==> src/rtl/mips_pkg.sv <==
// Shared constants and state type for the MIPS core.
// Build option: MIPS_SEQ_PERF_CNT_EN adds a retired-instruction counter.
package mips_pkg;

  localparam logic [31:0] RESET_VECTOR = 32'hBFC00000;
  localparam logic [31:0] HALT_ADDR    = 32'h00000000;

  typedef enum logic [1:0] {
    RUN,
    MD_WAIT,
    HALTED
  } seq_state_t;

endpackage

==> src/rtl/mips_next_pc.sv <==
// Combinational branch / J / JR target computation.
// Shared with the later pipelined core.
module mips_next_pc (
  input  logic [31:0] pc_i,
  input  logic        br_i,
  input  logic [15:0] off_i,
  input  logic        j_i,
  input  logic [25:0] idx_i,
  input  logic        jr_i,
  input  logic [31:0] jr_target_i,
  output logic [31:0] pc4_o,
  output logic        xfer_o,
  output logic [31:0] target_o
);

  logic [31:0] br_off;

  assign pc4_o  = pc_i + 32'd4;
  assign br_off = {{14{off_i[15]}}, off_i, 2'b00};

  always_comb begin
    xfer_o   = 1'b0;
    target_o = pc4_o;
    unique case (1'b1)
      br_i: begin
        xfer_o   = 1'b1;
        target_o = pc4_o + br_off;
      end
      j_i: begin
        xfer_o   = 1'b1;
        target_o = {pc4_o[31:28], idx_i, 2'b00};
      end
      jr_i: begin
        xfer_o   = 1'b1;
        target_o = jr_target_i & 32'hFFFF_FFFC;
      end
      default: ;
    endcase
  end

endmodule

==> src/rtl/mips_pc_sequencer.sv <==
// PC, delay slot, mult/div wait and halt sequencing with gated strobes.
// Build option: MIPS_SEQ_PERF_CNT_EN adds output retired_count.
module mips_pc_sequencer
  import mips_pkg::*;
(
  input  logic        clk,
  input  logic        reset,
  input  logic        clk_enable,
  input  logic        dec_branch_taken,
  input  logic [15:0] dec_branch_offset,
  input  logic        dec_jump,
  input  logic [25:0] dec_jump_index,
  input  logic        dec_jump_reg,
  input  logic [31:0] dec_jr_target,
  input  logic        dec_reg_write,
  input  logic        dec_load,
  input  logic        dec_store,
  input  logic        dec_muldiv,
  input  logic        muldiv_done,
  output logic [31:0] instr_address,
  output logic        active,
  output logic [31:0] link_value,
  output logic        reg_write_en,
  output logic        data_read,
  output logic        data_write,
  output logic        muldiv_start,
`ifdef MIPS_SEQ_PERF_CNT_EN
  output logic [31:0] retired_count,
`endif
  output logic        in_delay_slot
);

  seq_state_t  state_q, state_d;
  logic [31:0] pc_q, pc_d;
  logic [31:0] tgt_q, tgt_d;
  logic [31:0] link_q, link_d;
  logic        pend_q, pend_d;
  logic        act_q, act_d;
  logic        adv;
  logic        run_en;
  logic [31:0] pc4;
  logic [31:0] xfer_tgt;
  logic        xfer;

  mips_next_pc u_next_pc (
    .pc_i        (pc_q),
    .br_i        (dec_branch_taken),
    .off_i       (dec_branch_offset),
    .j_i         (dec_jump),
    .idx_i       (dec_jump_index),
    .jr_i        (dec_jump_reg),
    .jr_target_i (dec_jr_target),
    .pc4_o       (pc4),
    .xfer_o      (xfer),
    .target_o    (xfer_tgt)
  );

  assign run_en       = clk_enable & (state_q == RUN);
  assign reg_write_en = run_en & dec_reg_write;
  assign data_read    = run_en & dec_load;
  assign data_write   = run_en & dec_store;
  assign muldiv_start = run_en & dec_muldiv;

  assign instr_address = pc_q;
  assign active        = act_q;
  assign link_value    = link_q;
  assign in_delay_slot = pend_q;

  always_comb begin
    state_d = state_q;
    pc_d    = pc_q;
    tgt_d   = tgt_q;
    pend_d  = pend_q;
    adv     = 1'b0;
    if (clk_enable) begin
      unique case (state_q)
        RUN: begin
          if (dec_muldiv) state_d = MD_WAIT;
          else            adv     = 1'b1;
        end
        MD_WAIT: adv = muldiv_done;
        HALTED:  ;
        default: state_d = RUN;
      endcase
    end
    if (adv) begin
      state_d = RUN;
      // A delay slot never starts a new transfer of its own.
      if (pend_q) begin
        pend_d = 1'b0;
        pc_d   = tgt_q;
        if (tgt_q == HALT_ADDR) state_d = HALTED;
      end else begin
        pc_d = pc4;
        if (xfer && state_q == RUN) begin
          pend_d = 1'b1;
          tgt_d  = xfer_tgt;
        end
      end
    end
    link_d = pc_d + 32'd8;
    act_d  = (state_d != HALTED);
  end

  always_ff @(posedge clk) begin
    if (reset) begin
      state_q <= RUN;
      pc_q    <= RESET_VECTOR;
      tgt_q   <= '0;
      pend_q  <= 1'b0;
      link_q  <= RESET_VECTOR + 32'd8;
      act_q   <= 1'b1;
    end else begin
      state_q <= state_d;
      pc_q    <= pc_d;
      tgt_q   <= tgt_d;
      pend_q  <= pend_d;
      link_q  <= link_d;
      act_q   <= act_d;
    end
  end

`ifdef MIPS_SEQ_PERF_CNT_EN
  logic [31:0] rc_q;

  always_ff @(posedge clk) begin
    if (reset)    rc_q <= '0;
    else if (adv) rc_q <= rc_q + 32'd1;
  end

  assign retired_count = rc_q;
`endif

endmodule

==> config.mk <==
export PLATFORM = sky130hd
export DESIGN_NAME = mips_pc_sequencer
export DESIGN_NICKNAME = d
export VERILOG_FILES = /design/src/rtl/mips_pkg.sv /design/src/rtl/mips_next_pc.sv /design/src/rtl/mips_pc_sequencer.sv
export SDC_FILE = /design/constraint.sdc
export NUM_CORES = 1
export LEC_CHECK = 0
export CAP_MARGIN = 20
export CELL_PAD_IN_SITES_DETAIL_PLACEMENT = 0
export CELL_PAD_IN_SITES_GLOBAL_PLACEMENT = 1
export CORE_UTILIZATION = 30
export DETAILED_ROUTE_END_ITERATION = 12
export PLACE_DENSITY_LB_ADDON = 0.08
export SLEW_MARGIN = 0
export SYNTH_ARGS = -nofsm -noshare
export SYNTH_HDL_FRONTEND = slang
export SYNTH_SLANG_ARGS = --single-unit
==> constraint.sdc <==
create_clock -name clk -period 4.23 [get_ports clk]
set_input_delay 1.0575 -clock clk [delete_from_list [all_inputs] [get_ports clk]]
set_output_delay 1.0575 -clock clk [all_outputs]
set_load 0.02 [all_outputs]
==> results of run 1 <==
## metrics by stage
step	utilization (%)	hold WS, ps	cells
finish	43.0	477	1423
global route	43.0	492	1423
CTS	43.0	474	1423
detailed placement	41.7	465	1407
global placement	41.7	461	1407
floorplan	-	445	895
## path summary, 6_finish.rpt
path | end | slack [ps] | cells past startpoint
setup / recovery | link_value[27] | 290 | 13
hold / removal | tgt_q[1] | 480 | 2
hold reg to reg | tgt_q[1] | 480 | 2
setup reg to reg | tgt_q[25] | 380 | 15
## area by class of cell
type	count	area [sq um]
clock inverter	4	51.3
tap	313	392
sequential	97	1940
multi-input combinational	711	4720
inverter	21	78.8
timing repair buffer	265	2360
fill	2414	13000
clock buffer	12	256
## power by group
part           internal, mW  leakage, nW  switching, mW
registers             0.972        0.791         0.0723
clock network         0.491        0.149          0.366
logic                 0.399         3.00          0.425
## kinds of logic after synthesis
family | share of synthesized area (%)
buffers and inverters | 5.27
multiplexers | 3.44
XOR/XNOR | 8.10
flip-flops | 27.6
AND/OR/NAND/NOR | 26.0
adder cells (fa/ha/maj) | 5.98
AO/OA/AOI/OAI | 23.5
## critical path: stages
cell             delay [ps]
clkdlybuf4s50_1         460
and2b_1                 220
buf_4                   160
a41oi_1                 150
o221ai_1                220
inv_1                   100
ha_1                    170
o211ai_1                100
nor4_2                  330
nand4_2                 170
or3_1                   390
or3_1                   350
mux2_4                  310
## registers in the layout, summed over array words and instances (netlist names)
register       cells
in_delay_slot      1
link_value        29
instr_address     32
tgt_q             32
active             1
state_q            2
## cell usage after synthesis (all sizes together), types with 17 or more instances
library cell / n / share of area, %
a21oi: 66 / 4.7
and3: 22 / 2.0
buf: 20 / 1.7
clkbuf: 46 / 2.5
dfxtp: 97 / 28
ha: 32 / 5.7
inv: 20 / 1.1
mux2i: 17 / 2.4
nand2: 76 / 4.1
nand3: 25 / 1.9
nand4: 28 / 2.8
nor2: 78 / 4.2
nor3: 26 / 1.9
nor4: 23 / 2.7
o21ai: 53 / 3.8
xnor2: 42 / 5.2
xor2: 23 / 2.9
## per-layer routing
| layer | part of all wire [%] | routed length [um] |
|---|---|---|
| met1 | 45 | 11500 |
| met2 | 49 | 12800 |
| met3 | 2.8 | 729 |
| met4 | 3.0 | 768 |
| met5 | 0 | 0 |
==> results, run 1 <==
- The TritonCTS clock tree is yes.
- The hold violation count in the final report was 0.
- Counting distinct cell types in the post-synthesis netlist gives between 70 and 80.
- The global-route wire length before repair is 40,400 um.
- Of the cells placed in the final design, the portion with a size suffix greater than 1 is 14.0%.
- The overflow left after global routing is 0.
- The area growth from synthesis to final layout is 39.6%.
- At the end of the flow, the number of nets in the layout was 1,223.
- Leaving out fill and tap cells, the most frequent cells in the layout are clkdlybuf4s50_1, buf_4, dfxtp_1.
- After clock tree synthesis, the repair step resized 0 gates.
- In the global route stage, met1 resource usage came out at 26.5%.
- The class of the tightest hold or removal check is flip-flop to flip-flop.
- The synthesized design contains between 90 and 100 register bits.
- The final critical path takes up 93.1% of the cycle.
- Global routing consumed, on the met2 layer, 39.1% of the routing resources.
- The reported max-cap violation count is 0.
- The worst-case IR drop observed on VDD is ~0.15 mV.
- The most common library cell in the layout ignoring fill and taps is clkdlybuf4s50_1.
- The routed design has 25,800 um of wire.
- Setup total negative slack on the finished layout was measured at 0 ps.
- The global routing usage on met3 is 2.84%.
- Of all nets on the critical path, the largest fanout is 5.
- The width of the die is 155 um.
- After synthesis the cells add up to 7030 sq um.
- Data arrives at the worst endpoint at 4180 ps.
- The setup path with the least slack is of type input port to flip-flop.
- The power consumption is approximately 2.7 mW.
- Across all layers, the routed design uses 7,577 vias.
- Dividing the detail-routed via count by the number of cells gives about 5.3.
- The post-CTS setup repair buffer count is 0.
- In the synthesized netlist the async set-or-reset flop fraction comes to 0%.
- The static leakage power is approximately 3.9 nW.
- After detailed routing, the average wire length per cell comes to between 15 and 20 um.
- The number of H-tree levels is 3.
- Clock-pin slew was measured on the worst setup and hold paths at 70 ps.
- The maximum buffer depth of the clock tree is 2.
- The cell chosen for the clock root is clkbuf_16.
- The instance area at placement is 9490 sq um.
- In this run the critical register-to-register path is launched from instr_address[3].
- The post-route worst setup slack is 291 ps.
- The upper clock frequency limit is 254 MHz.
- The floorplan step defined a die boundary enclosing 24,000 sq um.
- Setup violations remaining at the end of the flow were counted as 0.
- The first element of the critical path is clk_enable.
- The number of sinks on the clock net is 97.
- The via count of the first global-routing pass came to 7,530.
- The worst pin sits at a relative slew slack of 49.6%.
- STA classifies the critical path endpoint as a flip-flop.
- The number of antenna violations at the first check in global routing was 0.
- Data on the critical path is required at its endpoint by 4470 ps.
- The antenna diode count is 0.
- After routing the design area is around 10000 sq um.
- The post-detailed-route count of antenna-violating nets is 0.
- The post-cts hold buffer count is 0.
- In the routed design, unresolved DRC markers number 0.
- The initial standard-cell utilization of the core is 30.8%.
- The final weighted congestion in routability-driven placement is 0.867.
- Counting every net in the synthesized netlist gives 1,013.
- The share of synthesized area occupied by flip-flops and latches is 27.6%.
- The layer with the highest usage is met2.
- The first routing iteration left 403 violations.
- Timing analysis after detailed placement gives a worst setup slack of -112 ps.
- The total power divided by cell area is 278 nW/um^2.
- The I/O pin total is 155.
- The worst-margin pin slew is roughly 750 ps.
- The number of warnings issued by yosys is 0.
- Setup repair after global routing left no endpoint under its margin.
- The final count of pins violating max slew is 0.
- In this run the mean area of a mapped cell was 7.85 sq um.
- The pre-antenna-repair detailed-routing pass consisted of 5 iterations.
- For this run, the total global-route usage over all layers was measured as 21.8%.
- In this run the most critical hold path is launched from tgt_q[1].
- The cell count after synthesis is 895.
- Clock tree synthesis inserted a total of 9 buffers.
- The worst-skew pair later-pin latency is 360 ps.
- The maximum clock skew at final layout is a little under 10 ps.
- The overall die height is 155 um.
- The core region is between 20,000 and 25,000 sq um.
- The number of placement rows is 55.
- Counting I/O delays and the setup requirement, the final critical path takes approximately 3900 ps.
- Port buffering added 152 buffers.
- The worst setup path is launched from an input port.
- The prevailing post-synth register cell is dfxtp_1.
- The run finished with clean final reports.
- The final HPWL from detailed placement is 20,300 um.
- The number of synthesized flops with an enable pin is 0.
- The pin count of the biggest net entering global routing is 36.
(Power assumes the default switching activity.)
==> run 2, diff against run 1 <==
--- a/config.mk
+++ b/config.mk
@@ -10,6 +10,7 @@
 export CELL_PAD_IN_SITES_GLOBAL_PLACEMENT = 1
 export CORE_UTILIZATION = 30
 export DETAILED_ROUTE_END_ITERATION = 12
+export DONT_BUFFER_PORTS = 1
 export PLACE_DENSITY_LB_ADDON = 0.08
 export SLEW_MARGIN = 0
 export SYNTH_ARGS = -nofsm -noshare
==> results, run 2 (synthesized netlist as in run 1, its figures left out) <==
- The run finished with clean final reports.
- The required time at the endpoint of the critical path is roughly 4500 ps.
- The hold violation count in the final report is 0.
- The number of buffers inserted during clock tree synthesis is 9.
- The static leakage power is 3.16 nW.
- The part of the cycle the worst path needs is 95.5%.
- The internal power component is 1.71 mW.
- The number of placed cells counting well taps is 1,209.
- The start-to-end type of the worst setup path is flip-flop to flip-flop.
- The final HPWL from detailed placement is 20,000 um.
- The worst setup path is launched from a flip-flop.
- The floorplan step set the die width to 155 um.
- For this run, the number of standard cells in the final layout without fillers is 1,225.
- Dividing the detail-routed via count by the number of cells gives 5.59.
- The worst hold margin is roughly 480 ps.
- The aggregate negative setup slack is 0 ps.
- The library cell used most frequently in the layout, excluding fill and tap cells, is dfxtp_1.
- The tree is rooted in a clkbuf_16.
- The area growth from synthesis to layout is 13.4%.
- The core region is 22,800 sq um.
- Cells fill 35.0% of the core in the end.
- The final route contains 6,846 vias.
- Dividing the detail-routed wire length by the instance count gives 20.7 um.
- The maximum buffer depth of the clock tree is 2.
- The overflow left after global routing is 0.
- Registers are responsible for 42.6% of the overall power.
- The number of antenna violations at the first check in global routing is 1.
- Setup violations remaining at the end of the flow were counted as 0.
- For this block, the initial DRC count from the detailed router was 352.
- CTS saw 97 sinks.
- Net switching is 32.1% of the power.
- The post-detailed-route count of antenna-violating nets is 0.
- The total track usage is 21.4%.
- The final weighted congestion in routability-driven placement is 0.860.
- Setup repair after global routing left no endpoint under its margin.
- The clock network is responsible for between 30 and 40% of the overall power.
- The combinational share of power is 23.4%.
- The TritonCTS clock tree is yes.
- The class of the tightest hold or removal check is flip-flop to flip-flop.
- The arrival time of the worst setup path is about 4300 ps.
- The share of cells above drive strength 1 is between 10% and 20%.
- The initial utilization of the core area, before any placement, comes to a little under a third.
- The via count of the first global-routing pass came to about 6,800.
- The overall die height is around 160 um.
- The number of H-tree levels is 3.
- Along the worst path, the maximum fanout reaches 7.
- The final count of pins violating max slew is 0.
- For this run, design rule violations remaining after detail routing come to 0.
- In the final design database the tool counted a little over 1,000 nets.
- The analysis attributes to net switching a power of 0.807 mW.
- The maximum clock skew at final layout is approximately 13 ps.
- The worst slew margin relative to its limit is 38.5%.
- The pin count of the biggest net entering global routing is 56.
- The number of I/O port buffers is 0.
- The element type at the critical path end is a flip-flop.
- The floorplan die area is 24,000 sq um.
- The pre-antenna-repair detailed-routing pass consisted of 5 iterations.
- The global-route wire length before repair is between 30,000 and 40,000 um.
- In the layout the commonest cells are dfxtp_1, nor2_1, nand2_1.
- The repair_antennas step left the layout with diodes totalling 0.
- The I/O pin total is 155.
- For this run, the top clock speed supported by timing is 247 MHz.
- Across the run, the number of max-cap violations was 0.
- The final critical-path required period is 4040 ps.
- The worst IR drop on VDD is 0.170 mV.
- The wire length reported by the detailed router is 25,400 um.
- After clock tree synthesis, the clock-pin slew on the worst setup and hold paths is 70 ps.
- The total power divided by cell area is 315 nW/um^2.
- At the pin with the least slew margin, the transition time is between 900 and 1000 ps.
- The floorplan has 55 rows.
- The worst-skew pair later-pin latency is between 300 and 400 ps.
- Buffers added to address setup during post-CTS repair amount to 0.
## run 2: stage by stage
| step | power [mW] | worst slack (ps) | instance area [sq um] |
|---|---|---|---|
| floorplan | 1.51 | 470 | 7030 |
| global placement | 1.68 | 194 | 7640 |
| detailed placement | 1.68 | 142 | 7640 |
| CTS | 2.54 | 200 | 7950 |
| global route | 2.65 | 10.8 | 7970 |
| finish | 2.51 | 188 | 7970 |
## run 2: path summary, 6_finish.rpt
| kind | from | endpoint | slack, ps | cells past startpoint |
|---|---|---|---|---|
| hold reg to reg | tgt_q[0] | tgt_q[0] | 480 | 2 |
| hold / removal | tgt_q[0] | tgt_q[0] | 480 | 2 |
| setup reg to reg | instr_address[2] | tgt_q[26] | 190 | 15 |
| setup / recovery | instr_address[2] | tgt_q[26] | 190 | 15 |
## run 2: repair_timing
action | CTS | global route
hold buffers | 0 | 0
resized for setup | 0 | 4
endpoints found under the setup margin | 0 | 2
## run 2: cell type report
cell class                      count  area (sq um)
Tap cell                          313           392
Timing Repair Buffer               67           515
Multi-Input combinational cell    711          4730
Clock inverter                      4          51.3
Fill cell                        2443         14800
Clock buffer                       12           256
Sequential cell                    97          1940
Inverter                           21          78.8
## run 2: metal layers
layer | GRT usage [%] | vias to the layer above | share of wire, %
met5 | 0 | - | 0
li1 | - | 3369 | -
met3 | 3.84 | 35 | 4.4
met4 | 7.73 | 0 | 2.7
met2 | 38.5 | 150 | 51
met1 | 25.3 | 3292 | 42
## run 2: power by group through the flow
stage               Combinational (mW)  Sequential [mW]  Clock (mW)
floorplan                        0.444             1.06           0
global placement                 0.584             1.09           0
detailed placement               0.589             1.09           0
CTS                              0.592             1.07       0.879
global route                     0.656             1.08       0.915
finish                           0.588             1.07       0.854
## run 2: critical path, stage by stage, from the launching register on
cell,delay [ps]
dfxtp_1,340
buf_4,210
nand4_1,220
nor3_1,420
and3_1,280
xor2_1,270
ha_1,360
and3_1,190
o211ai_1,170
nand3_1,110
a221oi_1,410
o21ai_0,260
xor2_1,200
a222oi_1,230
buf_4,170
a21oi_1,60
==> run 3, diff against run 2 <==
==> constraint.sdc (replaced) <==
create_clock -name clk -period 4.23 [get_ports clk]
set_input_delay 0.6345 -clock clk [delete_from_list [all_inputs] [get_ports clk]]
set_output_delay 0.6345 -clock clk [all_outputs]
set_load 0.02 [all_outputs]
==> results, run 3 (synthesized netlist as in run 1, its figures left out) <==
- The flow ran to the end, and the final reports show no timing, DRC or antenna violations.
- The most common library cell in the layout ignoring fill and taps is dfxtp_1.
- The area growth from synthesis to final layout is 11.0%.
- Entering global routing, the biggest net connects 56 pins.
- In this run the vertical extent of the chip is ~160 um.
- On the critical path, the stage with the largest delay is an instance of dfxtp_1.
- The number of antenna violations at the first check in global routing is 0.
- The final HPWL from detailed placement is 19,800 um.
- For this run, the top clock speed supported by timing is around 250 MHz.
- The number of sinks on the clock net is slightly below 100.
- The start-to-end type of the worst setup path is flip-flop to flip-flop.
- At the end of the flow the core is filled with cells to 34.2%.
- Adding up every negative setup slack in the final design gives 0 ps.
- The kind of cell adding the most delay to the critical path is compound AO/OA/AOI/OAI gates.
- The clock transition at the register clock pins on the worst setup and hold paths after CTS is about 70 ps.
- During placement, the flow inserted port buffers numbering 0.
- Setup violations remaining at the end of the flow were counted as 0.
- The worst-margin pin slew is 893 ps.
- The largest incremental delay on the critical path is 510 ps.
- The remaining routing DRC violations is 0.
- The length of the first detailed-routing pass in iterations is 7.
- The global-route wire length before repair is 39,000 um.
- Setup repair after global routing left no endpoint under its margin.
- The cell chosen for the clock root is clkbuf_16.
- The slack of the worst reg-to-reg path is 270 ps.
- The total via count after detailed routing is 6,864.
- In this run the worst hold path is classified as input port to flip-flop.
- The buffer and inverter count on the worst path is 0.
- The number of H-tree levels is 3.
- Global routing consumed, over all layers together, 21.4% of the routing resources.
- STA puts the critical path data required time at 4460 ps.
- In this run the number of cells on the critical path is 13.
- The post-detailed-route count of antenna-violating nets is 0.
- The I/O pin total is between 150 and 200.
- Across the run, the number of max-cap violations was 0.
- For this design the static power due to leakage is 3.06 nW.
- The TritonCTS clock tree is yes.
- For the worst-skew pair, the clock arrives at the later sink with an insertion delay of 360 ps.
- The critical path starts at instr_address[4].
- Measured in cells, the most critical reg-to-reg path has a length of 13.
- 0 antenna diodes ended up in the layout.
- After detailed routing, the number of vias per cell comes to 5.67.
- The element type at the critical path end is a flip-flop.
- The initialized floorplan defines 55 standard-cell rows.
- The final weighted congestion in routability-driven placement is 0.880.
- In this run the critical register-to-register path is launched from instr_address[4].
- The maximum buffer depth of the clock tree is 2.
- The floorplan step defined a die boundary enclosing 24,000 sq um.
- The clock arrives with 9.24 ps of skew.
- The total power divided by cell area is 312 nW/um^2.
- In the layout the commonest cells are dfxtp_1, nor2_1, nand2_1.
- The cell repeated most along the worst path is and3_1.
- VDD sags by at most 0.161 mV.
- STA puts the critical path data arrival time at 4200 ps.
- The initial utilization of the core area, before any placement, comes to 30.8%.
- The number of violations reported at the end of detailed-routing iteration 0 is 461.
- The final count of pins violating max slew is 0.
- The capture point of the worst reg-to-reg path is tgt_q[30].
- The filler cells instantiated in the layout total around 2,400.
- The wire length reported by the detailed router is 25,800 um.
- The core area is 22,800 sq um.
- The most critical setup path has its endpoint at tgt_q[30].
- After the last flow step, the layout net total stands at 1,010.
- In the final routed layout, each cell accounts on average for 21.3 um.
- The worst slew margin relative to its limit is 39.9%.
- The largest fanout on the critical path is 10.
- The via count of the first global-routing pass is around 6,600.
- The post-cts hold buffer count is 0.
- The number of buffers inserted during clock tree synthesis is 9.
- Of the cells placed in the final design, the portion with a size suffix greater than 1 is roughly a tenth.
- From left edge to right edge, the die measures 155 um.
- The startpoint type of the worst setup path is a flip-flop.
- The critical path goes through nand4_1 -> nor3_1 -> and3_1 -> xor2_1 -> ha_1 -> and3_1 -> o211ai_1 -> nand3_1 -> a221oi_1 -> o21ai_0 -> a311o_1 -> xnor2_1 -> o22ai_1.
- For this run the aggregate overflow at the end of global routing stands at 0.
- The final critical-path required period is 3960 ps.
- The part of the cycle the worst path needs is a little over nine tenths.
- The hold violation count in the final report is 0.
run 3: layout make-up:
class / instances / area, sq um / area share (%)
Clock inverter: 5 / 31.3 / 0.401
Tap cell: 313 / 392 / 5.02
Sequential cell: 97 / 1940 / 24.9
Timing Repair Buffer: 52 / 390 / 5.00
Multi-Input combinational cell: 711 / 4720 / 60.5
Clock buffer: 11 / 243 / 3.11
Inverter: 21 / 78.8 / 1.01
run 3: worst min-delay path by stage:
stage	depth (start not counted)	slack, ps	endpoint	from
finish	1	350	instr_address[30]	reset
global route	1	340	tgt_q[1]	reset
CTS	1	340	instr_address[30]	reset
detailed placement	2	460	instr_address[1]	tgt_q[1]
global placement	2	450	tgt_q[1]	tgt_q[1]
floorplan	2	440	instr_address[1]	tgt_q[1]
run 3: power by group:
part / total (mW) / switching [mW] / internal [mW]
registers: 1.07 / 0.100 / 0.972
clock network: 0.783 / 0.370 / 0.414
logic: 0.576 / 0.347 / 0.230
total: 2.43 / 0.817 / 1.62
run 3: routing by layer:
| metal | routed length [um] | track usage [%] | vias to the layer above |
|---|---|---|---|
| met5 | 0 | 0 | - |
| met4 | 449 | 5.56 | 0 |
| met3 | 1200 | 3.59 | 23 |
| met2 | 13100 | 39.3 | 184 |
| met1 | 11000 | 25.6 | 3320 |
| li1 | - | - | 3337 |
run 3: stage by stage:
stage	instances	power (mW)	hold WS, ps	instance area [sq um]	setup WS [ps]
CTS	1210	2.46	338	7790	245
global placement	1194	1.66	452	7520	270
finish	1210	2.43	353	7800	267
detailed placement	1194	1.67	459	7520	266
floorplan	895	1.51	445	7030	479
global route	1210	2.57	337	7800	45.5
run 3: what timing repair did:
item / in CTS / in global routing
endpoints found under the setup margin: 0 / 3
buffers inserted: 0 / 0
gates resized for setup: 0 / 3
